--- config.mk ---
export PLATFORM = sky130hd
export DESIGN_NAME = pkt_fifo_flat
export DESIGN_NICKNAME = d
export VERILOG_FILES = /design/src/rtl/pkt_fifo_if.sv /design/src/rtl/pkt_fifo.sv /design/src/flat_wrapper.sv
export SDC_FILE = /design/constraint.sdc
export NUM_CORES = 2
export LEC_CHECK = 0
export BUFFER_PORTS_ARGS = -buffer_cell sky130_fd_sc_hd__buf_2
export CAP_MARGIN = 0
export CORE_ASPECT_RATIO = 0.75
export CORE_UTILIZATION = 58
export CTS_BUF_LIST = sky130_fd_sc_hd__clkbuf_4 sky130_fd_sc_hd__clkbuf_8
export CTS_CLUSTER_SIZE = 40
export DETAILED_ROUTE_END_ITERATION = 10
export PLACE_DENSITY = 0.74
export SLEW_MARGIN = 20
export SYNTH_ARGS = -nofsm -noshare
export SYNTH_HDL_FRONTEND = slang
export SYNTH_SLANG_ARGS = --single-unit
--- constraint.sdc ---
create_clock -name clk -period 11 [get_ports clk]
set_input_delay 1.1 -clock clk [delete_from_list [all_inputs] [get_ports clk]]
set_output_delay 1.1 -clock clk [all_outputs]
set_load 0.01 [all_outputs]
--- src/rtl/pkt_fifo_if.sv ---
// Packet FIFO bus: writer-side packet controls plus reader-side head word and status.
// The master drives writes, reads and error clear; the slave (the FIFO) returns data and flags.
interface pkt_fifo_if #(
  parameter int DATA_WIDTH = 8,
  parameter int CW         = 9
);
  logic                  w_enable;
  logic [DATA_WIDTH-1:0] w_data;
  logic                  w_last;
  logic                  w_discard;
  logic                  r_enable;
  logic                  clr_err;
  logic [DATA_WIDTH-1:0] r_data;
  logic                  r_last;
  logic                  empty;
  logic                  full;
  logic                  almost_full;
  logic [CW-1:0]         count;
  logic [CW-1:0]         pkt_count;
  logic                  overflow;
  logic                  underflow;

  modport master (
    output w_enable, w_data, w_last, w_discard, r_enable, clr_err,
    input  r_data, r_last, empty, full, almost_full, count, pkt_count, overflow, underflow
  );

  modport slave (
    input  w_enable, w_data, w_last, w_discard, r_enable, clr_err,
    output r_data, r_last, empty, full, almost_full, count, pkt_count, overflow, underflow
  );
endinterface

--- src/rtl/pkt_fifo.sv ---
// Packet FIFO with speculative writes: words become visible to the reader only once the
// packet's last word is written; oversize or discarded packets are rewound and never seen.
module pkt_fifo #(
  parameter int DATA_WIDTH = 8,
  parameter int DEPTH      = 256,
  parameter int AFULL_LVL  = 192,
  parameter int CW         = $clog2(DEPTH + 1)
) (
  input  logic        clk,
  input  logic        n_rst,
  pkt_fifo_if.slave   bus
);
  localparam int            PW      = $clog2(DEPTH);
  localparam logic [CW-1:0] DEPTH_C = CW'(DEPTH);
  localparam logic [CW-1:0] AFULL_C = CW'(AFULL_LVL);
  localparam logic [CW-1:0] ONE_C   = CW'(1);
  localparam logic [PW-1:0] PONE_C  = PW'(1);

  logic [DATA_WIDTH:0] mem_r [DEPTH];
  logic [PW-1:0]       rd_ptr_r, cm_ptr_r, sp_ptr_r;
  logic [CW-1:0]       count_r, pkt_count_r, unc_r;
  logic                poisoned_r, overflow_r, underflow_r;
  logic                empty_r, full_r, afull_r;

  logic [PW-1:0]       rd_ptr_s, cm_ptr_s, sp_ptr_s;
  logic [CW-1:0]       count_s, pkt_count_s, unc_s, occ_s;
  logic [CW-1:0]       commit_len_s, pop_s, pkt_pop_s, pkt_add_s;
  logic                poisoned_s, overflow_s, underflow_s;
  logic                head_last_s, rd_acc_s, wr_acc_s, commit_s, rewind_s;
  logic                ovf_evt_s, udf_evt_s;

  // Next-state for pointers, counters and flags, all decided from pre-edge registered state.
  always_comb begin
    head_last_s = mem_r[rd_ptr_r][DATA_WIDTH];
    rd_acc_s    = bus.r_enable & ~empty_r;
    udf_evt_s   = bus.r_enable & empty_r;
    ovf_evt_s   = bus.w_enable & full_r & ~bus.w_discard;
    wr_acc_s    = bus.w_enable & ~full_r & ~bus.w_discard & ~poisoned_r;
    commit_s    = wr_acc_s & bus.w_last;
    rewind_s    = bus.w_discard | (poisoned_r & bus.w_enable & bus.w_last);

    sp_ptr_s    = sp_ptr_r;
    cm_ptr_s    = cm_ptr_r;
    unc_s       = unc_r;
    poisoned_s  = poisoned_r;
    // A poisoned packet ending (or an explicit discard) wins over any new error event.
    if (rewind_s) begin
      sp_ptr_s   = cm_ptr_r;
      unc_s      = {CW{1'b0}};
      poisoned_s = 1'b0;
    end else if (commit_s) begin
      sp_ptr_s   = sp_ptr_r + PONE_C;
      cm_ptr_s   = sp_ptr_r + PONE_C;
      unc_s      = {CW{1'b0}};
    end else if (wr_acc_s) begin
      sp_ptr_s   = sp_ptr_r + PONE_C;
      unc_s      = unc_r + ONE_C;
    end else if (ovf_evt_s) begin
      poisoned_s = 1'b1;
    end else begin
      poisoned_s = poisoned_r;
    end

    rd_ptr_s     = rd_acc_s ? (rd_ptr_r + PONE_C) : rd_ptr_r;
    commit_len_s = commit_s ? (unc_r + ONE_C) : {CW{1'b0}};
    pop_s        = {{(CW-1){1'b0}}, rd_acc_s};
    pkt_pop_s    = {{(CW-1){1'b0}}, rd_acc_s & head_last_s};
    pkt_add_s    = {{(CW-1){1'b0}}, commit_s};
    count_s      = count_r + commit_len_s - pop_s;
    pkt_count_s  = pkt_count_r + pkt_add_s - pkt_pop_s;
    occ_s        = count_s + unc_s;

    overflow_s   = ovf_evt_s | (overflow_r & ~bus.clr_err);
    underflow_s  = udf_evt_s | (underflow_r & ~bus.clr_err);
  end

  // Control state and registered status flags; reset overrides every other input.
  always_ff @(posedge clk) begin
    if (n_rst) begin
      rd_ptr_r    <= {PW{1'b0}};
      cm_ptr_r    <= {PW{1'b0}};
      sp_ptr_r    <= {PW{1'b0}};
      count_r     <= {CW{1'b0}};
      pkt_count_r <= {CW{1'b0}};
      unc_r       <= {CW{1'b0}};
      poisoned_r  <= 1'b0;
      overflow_r  <= 1'b0;
      underflow_r <= 1'b0;
      empty_r     <= 1'b1;
      full_r      <= 1'b0;
      afull_r     <= 1'b0;
    end else begin
      rd_ptr_r    <= rd_ptr_s;
      cm_ptr_r    <= cm_ptr_s;
      sp_ptr_r    <= sp_ptr_s;
      count_r     <= count_s;
      pkt_count_r <= pkt_count_s;
      unc_r       <= unc_s;
      poisoned_r  <= poisoned_s;
      overflow_r  <= overflow_s;
      underflow_r <= underflow_s;
      empty_r     <= (count_s == {CW{1'b0}});
      full_r      <= (occ_s == DEPTH_C);
      afull_r     <= (occ_s >= AFULL_C);
    end
  end

  // Storage array; contents are left unreset since only pointer-qualified words are ever read.
  always_ff @(posedge clk) begin
    if (wr_acc_s & ~n_rst) begin
      mem_r[sp_ptr_r] <= {bus.w_last, bus.w_data};
    end
  end

  assign bus.r_data      = mem_r[rd_ptr_r][DATA_WIDTH-1:0];
  assign bus.r_last      = ~empty_r & head_last_s;
  assign bus.empty       = empty_r;
  assign bus.full        = full_r;
  assign bus.almost_full = afull_r;
  assign bus.count       = count_r;
  assign bus.pkt_count   = pkt_count_r;
  assign bus.overflow    = overflow_r;
  assign bus.underflow   = underflow_r;
endmodule

--- src/flat_wrapper.sv ---
// flat-port wrapper written by rule: the top's interface ports become plain ports
module pkt_fifo_flat 
#(
  parameter int DATA_WIDTH = 8,
  parameter int DEPTH      = 256,
  parameter int AFULL_LVL  = 192,
  parameter int CW         = $clog2(DEPTH + 1)
)
  (clk, n_rst, bus_w_enable, bus_w_data, bus_w_last, bus_w_discard, bus_r_enable, bus_clr_err, bus_r_data, bus_r_last, bus_empty, bus_full, bus_almost_full, bus_count, bus_pkt_count, bus_overflow, bus_underflow);
  pkt_fifo_if #(.DATA_WIDTH(DATA_WIDTH), .CW(CW)) bus_i ();
  input  logic clk;
  input  logic n_rst;
  input wire logic [$bits(bus_i.w_enable)-1:0] bus_w_enable;
  input wire logic [$bits(bus_i.w_data)-1:0] bus_w_data;
  input wire logic [$bits(bus_i.w_last)-1:0] bus_w_last;
  input wire logic [$bits(bus_i.w_discard)-1:0] bus_w_discard;
  input wire logic [$bits(bus_i.r_enable)-1:0] bus_r_enable;
  input wire logic [$bits(bus_i.clr_err)-1:0] bus_clr_err;
  output wire logic [$bits(bus_i.r_data)-1:0] bus_r_data;
  output wire logic [$bits(bus_i.r_last)-1:0] bus_r_last;
  output wire logic [$bits(bus_i.empty)-1:0] bus_empty;
  output wire logic [$bits(bus_i.full)-1:0] bus_full;
  output wire logic [$bits(bus_i.almost_full)-1:0] bus_almost_full;
  output wire logic [$bits(bus_i.count)-1:0] bus_count;
  output wire logic [$bits(bus_i.pkt_count)-1:0] bus_pkt_count;
  output wire logic [$bits(bus_i.overflow)-1:0] bus_overflow;
  output wire logic [$bits(bus_i.underflow)-1:0] bus_underflow;
  assign bus_i.w_enable = bus_w_enable;
  assign bus_i.w_data = bus_w_data;
  assign bus_i.w_last = bus_w_last;
  assign bus_i.w_discard = bus_w_discard;
  assign bus_i.r_enable = bus_r_enable;
  assign bus_i.clr_err = bus_clr_err;
  assign bus_r_data = bus_i.r_data;
  assign bus_r_last = bus_i.r_last;
  assign bus_empty = bus_i.empty;
  assign bus_full = bus_i.full;
  assign bus_almost_full = bus_i.almost_full;
  assign bus_count = bus_i.count;
  assign bus_pkt_count = bus_i.pkt_count;
  assign bus_overflow = bus_i.overflow;
  assign bus_underflow = bus_i.underflow;
  pkt_fifo #(.DATA_WIDTH(DATA_WIDTH), .DEPTH(DEPTH), .AFULL_LVL(AFULL_LVL), .CW(CW)) u_core (.clk(clk), .n_rst(n_rst), .bus(bus_i));
endmodule
==> results.sh <==
export IMPL_clock_sinks=2369
export IMPL_rows=126
export IMPL_synth_fa_ha_area_frac=0.00582
export IMPL_clock_skew_ps=57.3
export IMPL_clock_fmax_ghz=0.140
export IMPL_use_met3=0.0750
export IMPL_synth_simple_gate_area_share=0.0250
export IMPL_synthArstFlopShare=0
export IMPL_grtUsageMet1=0.422
export IMPL_ctsResizeCount=0
export IMPL_min_path_type="in2reg"
export IMPL_drc=0
export IMPL_synthCells=4366
export IMPL_wl_per_cell_um=31.0
export IMPL_end_kind="output port"
export IMPL_pre_cts_ws_ps=4670
export IMPL_clk_pin_slew_ps=60
export IMPL_synth_cell_types=66
export IMPL_maxSlewViolCount=0
export IMPL_hold_ws_ps=385
export IMPL_stdcell_count=6921
export IMPL_critPathBufInv=3
export IMPL_synth_edff_count=2304
export IMPL_slowest_stage="dfxtp_4"
export IMPL_synth_xor_area_frac=0.00454
export IMPL_hold_viol_final=0
export IMPL_syn_area_um2=92000
export IMPL_cts_setup_buffers=0
export IMPL_vdd_ir_drop_max_mv=0.209
export IMPL_crit_path_max_fanout=119
export IMPL_final_common_cell="edfxtp_1"
export IMPL_finalNetCount=4629
export IMPL_grt_ovfl_total=0
export IMPL_viasPerCell=6.66
export IMPL_core_um2=157000
export IMPL_path_delay_family="compound AO/OA/AOI/OAI gates"
export IMPL_cpPeakStageDelay_ps=770
export IMPL_syn_nets=4422
export IMPL_worst_slew_pin_slew_ps=1180
export IMPL_synth_area_per_cell_um2=21.1
export IMPL_max_clock_path_buffers=4
export IMPL_synth_main_ff_cell="edfxtp_1"
export IMPL_grt_busiest_layer="met1"
export IMPL_track_usage=0.272
export IMPL_finalCritPeriodShare=0.647
export IMPL_synth_top_cells_by_area="edfxtp_1, mux4_2, dfxtp_1, nor2_1, a22oi_1"
export IMPL_yosys_area_top_type="edfxtp_1"
export IMPL_drtPass1Iterations=5
export IMPL_cp_required_ps=9900
export IMPL_cts_root_buf="clkbuf_8"
export IMPL_rsz0062_at_grt="false"
export IMPL_status="complete, no violations"
export IMPL_pin_count=47
export IMPL_holdBufCountCts=0
export IMPL_yosys_warnings=0
export IMPL_antenna_left=0
export IMPL_synth_top_family_by_area="multiplexers"
export IMPL_crit_arrival_ps=6020
export IMPL_crit_top_cell="o221ai_1"
export IMPL_power_density_nw_per_um2=179
export IMPL_place_gp_congestion=0.844
export IMPL_grt_pass1_wl_mm=313
export IMPL_clkPwrFrac=0.374
export IMPL_vias=46100
export IMPL_p_sw_frac=0.224
export IMPL_drtIter0Drc=6504
export IMPL_synth_seq_cells=2369
export IMPL_cts_max_level=5
export IMPL_p_seq_frac=0.551
export IMPL_synth_top_cell_area_share=0.752
export IMPL_startpoint_type="flop"
export IMPL_dp_cells=6331
export IMPL_cts_tree="built"
export IMPL_clk_latency_ps=1050
export IMPL_dpl_hpwl_mm=123
export IMPL_switchingPower_uw=4050
export IMPL_relSlewSlack=0.208
export IMPL_cp_cell_sequence="buf_12 -> buf_4 -> mux4_2 -> a22o_1 -> a221oi_1 -> o221ai_1 -> a22oi_1 -> o221ai_1 -> buf_2"
export IMPL_initial_utilization=0.584
export IMPL_final_layout_size_suffix_gt1_frac=0.256
export IMPL_area_delta_synth_final_pct=9.47
export IMPL_p_leak_uw=0.0308
export IMPL_wirelength_mm=215
export IMPL_finalCriticalPeriod_ps=7120
export IMPL_grt_max_degree=162
export IMPL_combPwrFrac=0.075
export IMPL_yosysSeqAreaShare=0.766
export IMPL_synth_compound_area_frac=0.0369
export IMPL_synth_mux_area_frac=0.145
export IMPL_die_h_um=347
export IMPL_die_area_um2=160000
export IMPL_worstSetupPathType="reg2out"
export IMPL_max_cap_violations=0
export IMPL_grtUsageMet2=0.375
export IMPL_grt_pass1_vias=45500
export IMPL_antenna_found_initial=10
export IMPL_numCtsBuffers=350
export IMPL_internal_power_uw=14000
export IMPL_tns_ps=0
export IMPL_fin_ws_ps=3880
export IMPL_die_x_um=462
export IMPL_final_cell_mix="edfxtp_1, mux4_2, clkbuf_8, nor2_1, a22oi_1"
export IMPL_port_buffers=46
export IMPL_setup_viol=0
==> kinds of logic (layout without fill, tap and decap cells) <==
kind of cell / after synthesis / count (layout)
DFF: 2369 / 2369
muxes: 606 / 606
and+or+nand+nor: 539 / 539
AOI/OAI and AO/OA: 456 / 456
buffers and inverters: 309 / 749
xor gates and xnor gates: 46 / 46
adders and majority gates: 41 / 41
other: 0 / 3
==> worst register-to-register path, delay by kind of cell (launching register included) <==
| kind | cells | cell delay (ps) |
|---|---|---|
| adders and majority gates | 2 | 680 |
| AOI/OAI and AO/OA | 8 | 2290 |
| muxes | 2 | 570 |
| and+or+nand+nor | 4 | 670 |
| buffers and inverters | 3 | 1490 |
| DFF | 1 | 640 |
==> synthesized netlist by cell type, types with 2 or more instances <==
cell	count
a31o_2	4
a2111oi_0	3
buf_4	29
mux4_2	565
a22o_1	66
fa_1	3
nor3b_1	4
nor4_1	3
dfxtp_1	65
a31oi_1	3
inv_1	47
mux2_2	5
and3_1	2
nor2_1	346
nor2b_1	25
o22ai_1	16
mux4_1	12
a21oi_1	86
mux2i_1	24
buf_1	19
xor2_1	22
o21ai_0	10
a211o_1	2
nand3_1	20
or3_1	4
o211ai_1	2
a22oi_1	140
nor3_1	44
nand2b_1	6
buf_12	4
xnor2_1	23
edfxtp_1	2304
clkbuf_1	131
o41ai_1	2
nand2_1	67
a221oi_1	68
ha_1	38
buf_2	56
a211oi_1	14
or2_2	2
o221ai_1	25
and2_1	6
a21o_1	7
buf_6	20
==> stage by stage <==
stage / util / power [µW] / cell area, µm²
2_1_floorplan: - / 11100 / 92000
3_3_place_gp: 0.598 / 11500 / 94200
3_5_place_dp: 0.598 / 11500 / 94300
4_1_cts: 0.639 / 18100 / 101000
5_1_grt: 0.640 / 18600 / 101000
6_report: 0.640 / 18100 / 101000
==> state kept, by name (all words and copies together), names as in the netlist, 8 cells and up, named ones only <==
signal	flops
u_core.unc_r	9
u_core.sp_ptr_r	8
u_core.rd_ptr_r	8
u_core.bus.count	9
u_core.mem_r	2304
u_core.bus.pkt_count	9
u_core.cm_ptr_r	8
==> final timing paths <==
path,from,cells past startpoint,slack [ps],end
setup / recovery,flop,9,3880,bus_r_data[2]
hold / removal,bus_r_enable,3,390,u_core.bus.underflow
setup reg to reg,flop,19,4520,u_core.bus.pkt_count[8]
hold reg to reg,u_core.cm_ptr_r[1],2,470,u_core.cm_ptr_r[1]
==> power by group through the flow <==
stage / Clock, µW / Combinational [µW] / Sequential, µW
CTS: 6830 / 1350 / 9960
floorplan: 0 / 939 / 10100
global placement: 0 / 1310 / 10200
detailed placement: 0 / 1350 / 10200
global route: 7210 / 1460 / 9960
finish: 6770 / 1350 / 9960
==> cell type report <==
type | instances | area (µm²)
timing repair buffer | 115 | 915
fill | 10200 | 56700
inverter | 49 | 184
multi-input combinational | 1688 | 20100
antenna | 3 | 7.51
clock inverter | 133 | 808
clock buffer | 452 | 5620
tap | 2112 | 2640
sequential | 2369 | 70500
==> per-layer routing <==
layer	vias to the layer above	wire length [µm]	share of wire
met4	10	6260	0.029
met5	-	56	0.00026
met3	398	26300	0.12
met2	2883	94300	0.44
met1	24100	87700	0.41
li1	18700	-	-
Power figures use the tool's default switching activity.
